<file path="src/rtl/ctrl_bubble_stage.sv">
// ctrl_bubble_stage
// ID/EX control-bundle pipeline register with hazard handling. It registers
// the decoded control bundle every cycle. On request it swaps the bundle for
// a NOP bundle, either for a single cycle (flush) or for a train of up to
// MAX_BUBBLES cycles (bubble). It holds everything on stall and keeps a
// saturating count of how many NOP bundles it has loaded.
//
// Priority on each rising edge, highest first:
//   rst > flush > stall > bubble countdown > bubble_req > normal load
//
// r_rem counts the NOPs still owed *after* the one just loaded. That is why
// a train of length L loads its first NOP on the request edge and then stays
// in BUBBLE for L-1 more edges. busy is therefore low again on the edge that
// loads the last NOP, and upstream can present its held instruction in that
// same cycle.

module ctrl_bubble_stage #(
  parameter int                CTRL_W      = 29,
  parameter logic [CTRL_W-1:0] NOP_VALUE   = {CTRL_W{1'b0}},
  parameter int                MAX_BUBBLES = 3,
  parameter int                CNT_W       = $clog2(MAX_BUBBLES + 1)
) (
  input  logic              clk,
  input  logic              rst,
  input  logic [CTRL_W-1:0] ctrl_in,
  input  logic              valid_in,
  input  logic              stall,
  input  logic              flush,
  input  logic              bubble_req,
  input  logic [CNT_W-1:0]  bubble_len,
  output logic [CTRL_W-1:0] ctrl_out,
  output logic              valid_out,
  output logic              busy,
  output logic [15:0]       bubble_total
);

  typedef enum logic {
    PASS   = 1'b0,
    BUBBLE = 1'b1
  } state_t;

  localparam logic [CNT_W-1:0] MAX_LEN  = CNT_W'(MAX_BUBBLES);
  localparam logic [CNT_W-1:0] CNT_ZERO = '0;
  localparam logic [CNT_W-1:0] CNT_ONE  = CNT_W'(1);
  localparam logic [15:0]      TOTAL_MAX = 16'hFFFF;

  // Registered state
  state_t            r_state;
  logic [CNT_W-1:0]  r_rem;
  logic [CTRL_W-1:0] r_ctrl;
  logic              r_valid;
  logic [15:0]       r_total;

  // Next-state values from the combinational process
  state_t            w_stateNext;
  logic [CNT_W-1:0]  w_remNext;
  logic [CTRL_W-1:0] w_ctrlNext;
  logic              w_validNext;
  logic [15:0]       w_totalNext;

  // Helper values shared by several branches
  logic [CNT_W-1:0]  w_len;
  logic [15:0]       w_totalInc;
  logic              w_startTrain;

  // Oversized requests are clipped to the longest train the stage supports.
  assign w_len = (bubble_len > MAX_LEN) ? MAX_LEN : bubble_len;

  // The NOP counter sticks at all-ones instead of wrapping to zero.
  assign w_totalInc = (r_total == TOTAL_MAX) ? r_total : r_total + 16'd1;

  // A zero-length request is treated as no request at all.
  assign w_startTrain = bubble_req && (w_len != CNT_ZERO);

  // State register: synchronous reset loads the NOP bundle and clears everything
  always_ff @(posedge clk) begin
    if (rst) begin
      r_state <= PASS;
      r_rem   <= CNT_ZERO;
      r_ctrl  <= NOP_VALUE;
      r_valid <= 1'b0;
      r_total <= 16'd0;
    end else begin
      r_state <= w_stateNext;
      r_rem   <= w_remNext;
      r_ctrl  <= w_ctrlNext;
      r_valid <= w_validNext;
      r_total <= w_totalNext;
    end
  end

  // Next-state logic: flush beats stall, stall freezes everything, then the
  // countdown of a running train, then a new train request, then a normal load
  always_comb begin
    w_stateNext = r_state;
    w_remNext   = r_rem;
    w_ctrlNext  = r_ctrl;
    w_validNext = r_valid;
    w_totalNext = r_total;

    if (flush) begin
      w_stateNext = PASS;
      w_remNext   = CNT_ZERO;
      w_ctrlNext  = NOP_VALUE;
      w_validNext = 1'b0;
      w_totalNext = w_totalInc;
    end else if (stall) begin
      w_stateNext = r_state;
    end else if (r_state == BUBBLE) begin
      w_ctrlNext  = NOP_VALUE;
      w_validNext = 1'b0;
      w_totalNext = w_totalInc;
      w_remNext   = r_rem - CNT_ONE;
      if (r_rem == CNT_ONE) begin
        w_stateNext = PASS;
      end
    end else if (w_startTrain) begin
      w_ctrlNext  = NOP_VALUE;
      w_validNext = 1'b0;
      w_totalNext = w_totalInc;
      w_remNext   = w_len - CNT_ONE;
      w_stateNext = (w_len > CNT_ONE) ? BUBBLE : PASS;
    end else begin
      w_ctrlNext  = ctrl_in;
      w_validNext = valid_in;
    end
  end

  assign ctrl_out     = r_ctrl;
  assign valid_out    = r_valid;
  assign busy         = (r_state == BUBBLE);
  assign bubble_total = r_total;

endmodule
</file>
<file path="config.mk">
export PLATFORM = sky130hd
export DESIGN_NAME = ctrl_bubble_stage
export DESIGN_NICKNAME = d
export VERILOG_FILES = /design/src/rtl/ctrl_bubble_stage.sv
export SDC_FILE = /design/constraint.sdc
export NUM_CORES = 1
export LEC_CHECK = 0
export CAP_MARGIN = 20
export CORE_ASPECT_RATIO = 0.8
export CORE_MARGIN = 5
export CORE_UTILIZATION = 35
export CTS_CLUSTER_SIZE = 20
export DETAILED_ROUTE_END_ITERATION = 7
export HOLD_SLACK_MARGIN = 0.1
export PLACE_DENSITY_LB_ADDON = 0.2
export SLEW_MARGIN = 25
export SYNTH_ARGS = -nofsm -noshare
export SYNTH_HDL_FRONTEND = slang
export SYNTH_SLANG_ARGS = --single-unit
</file>
<file path="constraint.sdc">
create_clock -name clk -period 2.9 [get_ports clk]
set_clock_uncertainty 0.05 [all_clocks]
set_input_delay 0.725 -clock clk [delete_from_list [all_inputs] [get_ports clk]]
set_output_delay 0.725 -clock clk [all_outputs]
set_load 0.05 [all_outputs]
</file>
======== Word-level counts from Yosys, hierarchy flattened ========
Cells that the tools add are included.
Widths: inputs -> output; s select.
storage, ports and cells
  output and inout bits ................... 47
  input port bits ......................... 37
  logic and storage cells ................. 37
  register bits ........................... 49
operators by class
  multiplexer cells ....................... 16
  bitwise logic cells ..................... 1
  reduce and logical (&&, ||, !) cells .... 7
  eq/ne operators ......................... 3
  magnitude comparators ................... 2
  add/sub/neg operators ................... 3
operators with widths
  kind                   count
  $mux 16                5
  $mux 29                2
  $add 16x1->16 const B  1
  $eq 16x16->1 const B   1
  $mux 1                 6
  $mux 2                 3
  $reduce_and 2->1       2
  $reduce_bool 2->1      2
  $sub 2x1->2 const B    2
  $reduce_bool 3->1      1
  $eq 2x1->1 const B     1
  $gt 2x1->1 const B     1
  $gt 2x2->1 const B     1
  $ne 2x1->1 const B     1
  $reduce_or 2->1        1
  $logic_and 1x1->1      1
  $not 1->1              1

======== Depth between registers and ports, before layout ========
Gate-level depths: netlist of the first run.
  depth in word-level cells ............... 8
  gate-level depth with buffers ........... 8
  depth with buffers taken out ............ 6

======== Least setup slack after synthesis of the first run ========
OpenSTA, ideal clock, no wires.
  path type ............................... flip-flop to flip-flop
  start ................................... reg r_total[4], in the netlist bubble_total[4]
  end ..................................... reg r_total[13], in the netlist bubble_total[13]
  data required time ...................... 2.780 ns
  arrival time ............................ 2.168 ns
  cell stages (with the launch flop) ...... 6
  setup slack ............................. 0.612 ns
  path buffers ............................ 1
  clock period less this slack ............ 2.288 ns
  setup time .............................. 0.070 ns
  path through ............................ dfxtp_1 -> nand4_2 -> or4_1 -> clkbuf_2 -> or4_1 -> a21oi_1
on the way
  cells in the longest elaborated chain, start to end .. 6
  elaborated cells on any way between the ends .. 7
  classes of those cells .................. add/sub (1); eq/ne (1); mux (5)
ends and longest elaborated chain
  what                                           RTL line  RTL
  start, declared                                52        logic [15:0] r_total;
  start signal, assigned                         88        r_total <= w_totalNext;
  $add 16x1->16 or $eq 16x16->1 (tied branches)  70        assign w_totalInc = (r_total == TOTAL_MAX) ? r_total : r_total + 16'd1;
  $mux 16 *                                      70
  $mux 16                                        117       end else if (w_startTrain) begin
  $mux 16                                        109       end else if (r_state == BUBBLE) begin
  $mux 16                                        107       end else if (stall) begin
  $mux 16 *                                      101       if (flush) begin
Every way passes the cells marked *; elsewhere a longest branch is shown, timed or not. The select of a mux whose other input is x is not followed.
A chain may end at the register's enable or synchronous reset.

======== Final worst setup path of the first run ========
  start ................................... in bubble_len[1]
  end ..................................... reg r_total[11], in the netlist bubble_total[11]
on the way
  cells in the longest elaborated chain, start to end .. 6
ends and longest elaborated chain
  what                           RTL line  RTL
  start, declared                30        input logic [CNT_W-1:0] bubble_len,
  $gt 2x2->1                     67        assign w_len = (bubble_len > MAX_LEN) ? MAX_LEN : bubble_len;
  $mux 2 *                       67
  $reduce_bool 2->1 *            73        assign w_startTrain = bubble_req && (w_len != CNT_ZERO);
  $logic_and 1x1->1 *            73
  $reduce_bool 3->1 (no line) *  --
  $reduce_and 2->1 (no line) *   --
Every way passes the cells marked *; elsewhere a longest branch is shown, timed or not.

==> results of run 1 <==
## layout by cell type (no fill, tap or decap), types with 6 or more instances in the layout
cell type | synthesis | layout
inv_1 | 8 | 8
o31ai_1 | 6 | 6
nor4_1 | 8 | 8
clkdlybuf4s50_1 | 0 | 83
a22oi_1 | 30 | 30
clkbuf_8 | 0 | 6
dfxtp_1 | 49 | 49
a21oi_1 | 12 | 12
nor2_1 | 42 | 42
buf_4 | 0 | 9
nand3_1 | 7 | 7
## power by group through the flow
stage	Clock [mW]	Sequential, mW	Combinational, mW
after floorplan	0	0.757	0.0697
after global placement	0	0.711	0.214
after detailed placement	0	0.711	0.215
after CTS	0.528	0.696	0.216
after global routing	0.558	0.698	0.233
final	0.506	0.695	0.215
## layer usage
layer / share of wire, % / routed length, um / vias up
li1: - / - / 1021
met1: 48 / 2610 / 926
met2: 44 / 2420 / 47
met3: 6.5 / 354 / 5
met4: 0.87 / 47 / 0
met5: 0 / 0 / -
## worst paths after layout
path | depth (start not counted) | endpoint
min | 2 | r_rem[1]$_SDFFE_PP0P_
max | 8 | bubble_total[11]$_SDFFE_PP0P_
max reg2reg | 4 | bubble_total[11]$_SDFFE_PP0P_
min reg2reg | 2 | r_rem[1]$_SDFFE_PP0P_
## area by class of cell
cell class                      count  area, sq um  area share [%]
Timing Repair Buffer               92          898            28.8
Clock inverter                      2         37.5            1.20
Inverter                            8         30.0           0.961
Sequential cell                    49          981            31.4
Clock buffer                        6         82.6            2.64
Multi-Input combinational cell    161          993            31.8
Tap cell                           81          101            3.24
## cells by family after synthesis
logic type                 count (synthesis)  share of synthesized area [%]
muxes                                      6                           3.14
adders and majority gates                  4                           2.42
and+or+nand+nor                           89                           21.4
DFF                                       49                           47.4
buffers and inverters                     26                           4.84
AOI/OAI and AO/OA                         62                           20.8
## metrics by stage
stage / hold WS, ns / utilization [%]
after floorplan: 0.428 / -
after global placement: 0.438 / 51.6
after detailed placement: 0.450 / 51.6
after CTS: 0.464 / 53.7
after global routing: 0.499 / 53.7
final: 0.460 / 53.7
## flip-flops by register name (all words and copies together), names as in the netlist
| name | count |
|---|---|
| ctrl_out | 29 |
| bubble_total | 16 |
| r_rem | 2 |
| busy | 1 |
| valid_out | 1 |
## critical path: cells and delay by family
kind	cells	cell delay [ns]
buf+inv	3	0.76
compound gates	2	0.42
fa+ha+maj	1	0.18
simple gates	2	0.66
==> flow_metrics.py, run 1 <==
metrics = {
    "run_status": {
        "outcome": "complete, no violations",
    },
    "floorplanning": {
        "num_rows": 25,
        "ios": 84,
        "fp.dieW_um": 96.0,
        "dieArea_sq_um": 7560,
        "die_h_um": 78.8,
        "start_util_pct": 35.6,
        "coreArea_sq_um": 5820,
    },
    "logic_synthesis": {
        "yosysMostFrequentCell": "dfxtp_1",
        "synth_seq_cells": 49,
        "synth.top_cell.area_share_pct": 47.4,
        "avgSynthCellArea_sq_um": 8.77,
        "synth_nets": 277,
        "async_reset_ff_share_pct": 0,
        "ys_top_cells_by_count": "49 x dfxtp_1, 42 x nor2_1, 30 x a22oi_1, 16 x clkbuf_1, 12 x a21oi_1",
        "yosysWarnings": 0,
        "ys_seq_area_share_pct": 47.4,
        "synth-edff-count": 0,
        "yosys_most_used_dff": "dfxtp_1",
        "synthDistinctLibCells": 36,
        "synth_area_leaders": "dfxtp_1 47%, a22oi_1 11%, nor2_1 7.6%, a21oi_1 2.9%, clkbuf_1 2.9%",
        "syn_inst": 236,
        "netlist_area_sq_um": 2070,
        "yosysTopAreaCell": "dfxtp_1",
    },
    "clocking": {
        "htreeDepth": 2,
        "cts_buffers": 5,
        "cts_root_buf": "clkbuf_8",
        "clk_path_buf_depth": 2,
        "post_cts_buffers": 0,
        "cts_num_sinks": 49,
        "cts_tree": "yes",
        "cts_resized": 0,
        "clkLatencyLatePin_ns": 0.29,
        "clk_pin_slew_ns": 0.09,
        "hold_buffers": 0,
    },
    "placement": {
        "dp_cells": 391,
        "routabilityCongestion": 0.724,
        "pre_cts_ws_ns": 0.0227,
        "placed_area_sq_um": 3000,
        "hpwl_mm": 3.91,
        "place.port_buffers": 83,
    },
    "layout": {
        "stdcell_area_sq_um": 3120,
        "syn_to_final_growth_pct": 51.0,
        "drive_gt1_share_pct": 8.81,
        "fin_nets": 358,
        "antenna_cells": 0,
        "nFillCells": 559,
        "final_cells": 399,
    },
    "drt": {
        "ant_nets": 0,
        "drc_errors": 0,
        "post_drt_via_cell_ratio": 5.01,
        "num_vias": 1999,
        "wirelength_mm": 5.43,
        "dr.pass1.iters": 4,
        "wl_per_cell_um": 13.6,
        "drt_iter0_drc": 90,
    },
    "setup_path": {
        "slowest_stage": "or4_1",
        "critPathLaunchType": "input port",
        "cp-end-kind": "flip-flop",
        "cp_max_fo": 11,
        "rrSetupSlack_ns": 0.79,
        "worstSetupStartpoint": "bubble_len[1]",
        "critical_path_class": "in2reg",
        "crit_required_ns": 3.07,
        "timing.rr.start": "bubble_total[3]$_SDFFE_PP0P_",
        "critPathMaxStageDelay_ns": 0.50,
        "worst_ep_arrival_time_ns": 2.75,
        "crit_chain": "clkdlybuf4s50_1 > inv_1 > ha_1 > nand2b_1 > a21o_1 > buf_4 > or4_1 > a21oi_1",
    },
    "job": {
        "cap_violations": 0,
    },
    "sta": {
        "fmax_mhz": 387,
        "fin_crit_ns": 2.58,
        "fin_setup_tns_ns": 0,
        "hold_violations": 0,
        "maxSlewHeadroom_pct": 57.2,
        "setup_viol": 0,
        "fin_crit_sh_pct": 89.0,
        "setup_ws_ns": 0.318,
        "rsz0062_at_grt": "no",
        "slew_violations": 0,
        "worstMarginPinSlew_ns": 0.642,
    },
    "grt": {
        "top_usage_layer": "met2",
        "grt.met3_usage_pct": 4.45,
        "grt_pass1_vias": 1971,
        "grt_use_total_pct": 15.3,
        "met2_usage_pct": 24.3,
        "antenna_found_initial": 0,
        "grtUsageMet1_pct": 20.2,
        "grt.overflow.total": 0,
        "grt_max_degree": 34,
        "grt_pass1_wl_mm": 9.33,
    },
    "power_and_ir_drop": {
        "p_comb_share_pct": 15.2,
        "power_switching_mw": 0.352,
        "clockPowerShare_pct": 35.7,
        "p_seq_share_pct": 49.1,
        "ir_worst_vdd_v": 0.000269,
        "p_leak_nw": 1.07,
        "power_mw": 1.42,
        "swShare_pct": 24.9,
        "intPower_mw": 1.06,
        "power_density_nw_per_um2": 453,
    },
    "hold_path": {
        "min-delay-start": "r_rem[1]$_SDFFE_PP0P_",
        "hold_path.class": "reg2reg",
    },
}
Note: power is estimated with default switching activity, not from simulation.
==> run 2, diff against run 1 <==
--- a/config.mk
+++ b/config.mk
@@ -9,6 +9,7 @@
 export CORE_ASPECT_RATIO = 0.8
 export CORE_MARGIN = 5
 export CORE_UTILIZATION = 35
+export CTS_BUF_LIST = sky130_fd_sc_hd__clkbuf_2 sky130_fd_sc_hd__clkbuf_4 sky130_fd_sc_hd__clkbuf_8
 export CTS_CLUSTER_SIZE = 20
 export DETAILED_ROUTE_END_ITERATION = 7
 export HOLD_SLACK_MARGIN = 0.1
==> results of run 2 <==
No change in the layout: final DEF, timing and power equal those of run 1.
==> run 3, diff against run 2 <==
--- a/config.mk
+++ b/config.mk
@@ -13,7 +13,7 @@
 export CTS_CLUSTER_SIZE = 20
 export DETAILED_ROUTE_END_ITERATION = 7
 export HOLD_SLACK_MARGIN = 0.1
-export PLACE_DENSITY_LB_ADDON = 0.2
+export PLACE_DENSITY_LB_ADDON = 0.08
 export SLEW_MARGIN = 25
 export SYNTH_ARGS = -nofsm -noshare
 export SYNTH_HDL_FRONTEND = slang
==> run 3 against run 2 <==
Effect of this change: power is 6.1% lower; highest routed layer unchanged; critical path type unchanged; sequential share of layout area is 0.32 points higher; sequential power hardly changed; hold slack better by 0.0060 ns.
==> flow_metrics.py, run 3 (synthesized netlist as in run 1, its figures left out) <==
metrics = {
    "run_status": {
        "outcome": "complete, no violations",
    },
    "drt": {
        "dr.pass1.iters": 4,
        "post_drt_via_cell_ratio": 5.06,
        "drc_errors": 0,
        "ant_nets": 0,
        "wirelength_mm": 5.62,
        "num_vias": 2015,
        "wl_per_cell_um": 14.1,
        "drt_iter0_drc": 52,
    },
    "sta": {
        "rsz0062_at_grt": "no",
        "fmax_mhz": 391,
        "worstMarginPinSlew_ns": 0.660,
        "maxSlewHeadroom_pct": 56.0,
        "fin_crit_sh_pct": 88.2,
        "slew_violations": 0,
        "hold_slack_ns": 0.466,
        "fin_setup_tns_ns": 0,
        "fin_crit_ns": 2.56,
        "setup_viol": 0,
        "hold_violations": 0,
    },
    "setup_path": {
        "crit_required_ns": 3.08,
        "crit_end": "bubble_total[13]$_SDFFE_PP0P_",
        "reg2reg_to": "bubble_total[13]$_SDFFE_PP0P_",
        "worst_ep_arrival_time_ns": 2.74,
        "cp_max_fo": 11,
        "cp-end-kind": "flip-flop",
        "timing.rr.start": "bubble_total[3]$_SDFFE_PP0P_",
        "worst_r2r_path_depth": 4,
        "critical_path_class": "in2reg",
        "critPathLaunchType": "input port",
        "rrSetupSlack_ns": 0.83,
        "worstSetupStartpoint": "bubble_len[1]",
    },
    "floorplanning": {
        "start_util_pct": 35.6,
        "dieArea_sq_um": 7560,
        "ios": 84,
        "num_rows": 25,
        "die_h_um": 78.8,
        "coreArea_sq_um": 5820,
        "fp.dieW_um": 96.0,
    },
    "grt": {
        "grt_use_total_pct": 15.3,
        "grt_pass1_wl_mm": 9.20,
        "antenna_found_initial": 0,
        "grt_pass1_vias": 1861,
        "grt_max_degree": 34,
        "grt.overflow.total": 0,
    },
    "hold_path": {
        "hold_path.class": "reg2reg",
        "min-delay-start": "r_rem[1]$_SDFFE_PP0P_",
    },
    "layout": {
        "fin_nets": 357,
        "final_cell_mix": "83 x clkdlybuf4s50_1, 49 x dfxtp_1, 42 x nor2_1",
        "drive_gt1_share_pct": 8.52,
        "syn_to_final_growth_pct": 49.5,
        "antenna_cells": 0,
        "largest_reg_flops": 29,
        "final_common_cell": "clkdlybuf4s50_1",
    },
    "power_and_ir_drop": {
        "ir_worst_vdd_v": 0.000228,
        "power_density_nw_per_um2": 430,
        "p_leak_nw": 1.06,
    },
    "clocking": {
        "cts_tree": "yes",
        "clk_pin_slew_ns": 0.09,
        "cts_root_buf": "clkbuf_8",
        "cts_resized": 0,
        "post_cts_buffers": 0,
        "htreeDepth": 2,
        "clkLatencyLatePin_ns": 0.29,
        "hold_buffers": 0,
        "clk_path_buf_depth": 2,
        "cts_buffers": 5,
        "cts_num_sinks": 49,
    },
    "placement": {
        "hpwl_mm": 3.92,
        "routabilityCongestion": 0.748,
        "place.port_buffers": 83,
    },
    "job": {
        "cap_violations": 0,
    },
}
-- run 3: cell types whose count changed in the layout (fill, tap and decap cells not counted) --
cell	before	now
clkinv_2	0	1
buf_4	9	8
bufinv_16	1	0
clkinv_4	0	1
clkinvlp_4	1	0
-- run 3: worst min-delay path by stage --
stage                                            to  slack, ns  cells after the start
final                         r_rem[1]$_SDFFE_PP0P_       0.47                      2
after global routing       ctrl_out[9]$_SDFFE_PP0N_       0.49                      2
after CTS                     r_rem[1]$_SDFFE_PP0P_       0.47                      2
after detailed placement  ctrl_out[22]$_SDFFE_PP0N_       0.45                      2
after floorplan               r_rem[1]$_SDFFE_PP0P_       0.43                      2
after global placement        r_rem[1]$_SDFFE_PP0P_       0.44                      2
-- run 3: final cells by class --
type,instances,area (sq um)
Fill cell,574,2730
Sequential cell,49,981
Inverter,8,30.0
Clock inverter,2,13.8
Tap cell,81,101
Clock buffer,6,82.6
Multi-Input combinational cell,161,993
Timing Repair Buffer,91,891
-- run 3: report_power, final --
group / internal (mW) / total, mW / switching, mW
Sequential: 0.687 / 0.696 / 0.00929
Combinational: 0.0965 / 0.215 / 0.118
Clock: 0.194 / 0.419 / 0.225
Total: 0.977 / 1.33 / 0.352
-- run 3: per-stage QoR --
stage	worst slack [ns]	util [%]	cell area, sq um	std cells	power [mW]
floorplan	0.612	-	2070	236	0.827
global placement	0.0843	51.5	3000	390	0.926
detailed placement	0.0329	51.5	3000	390	0.927
CTS	0.359	53.2	3090	398	1.35
global route	0.222	53.2	3090	398	1.41
finish	0.343	53.2	3090	398	1.33
-- run 3: worst max-delay path, cell delays in order --
cell and delay (ns):
clkdlybuf4s50_1 0.49, inv_1 0.06, ha_1 0.19, nand2b_1 0.15
a21o_1 0.26, buf_4 0.21, or4_1 0.50, a21oi_1 0.14
-- run 3: per-layer routing --
layer,track usage [%],part of all wire [%]
met4,3.41,0.80
met5,0,0
met2,21.8,42
met1,23.0,52
met3,3.88,5.6
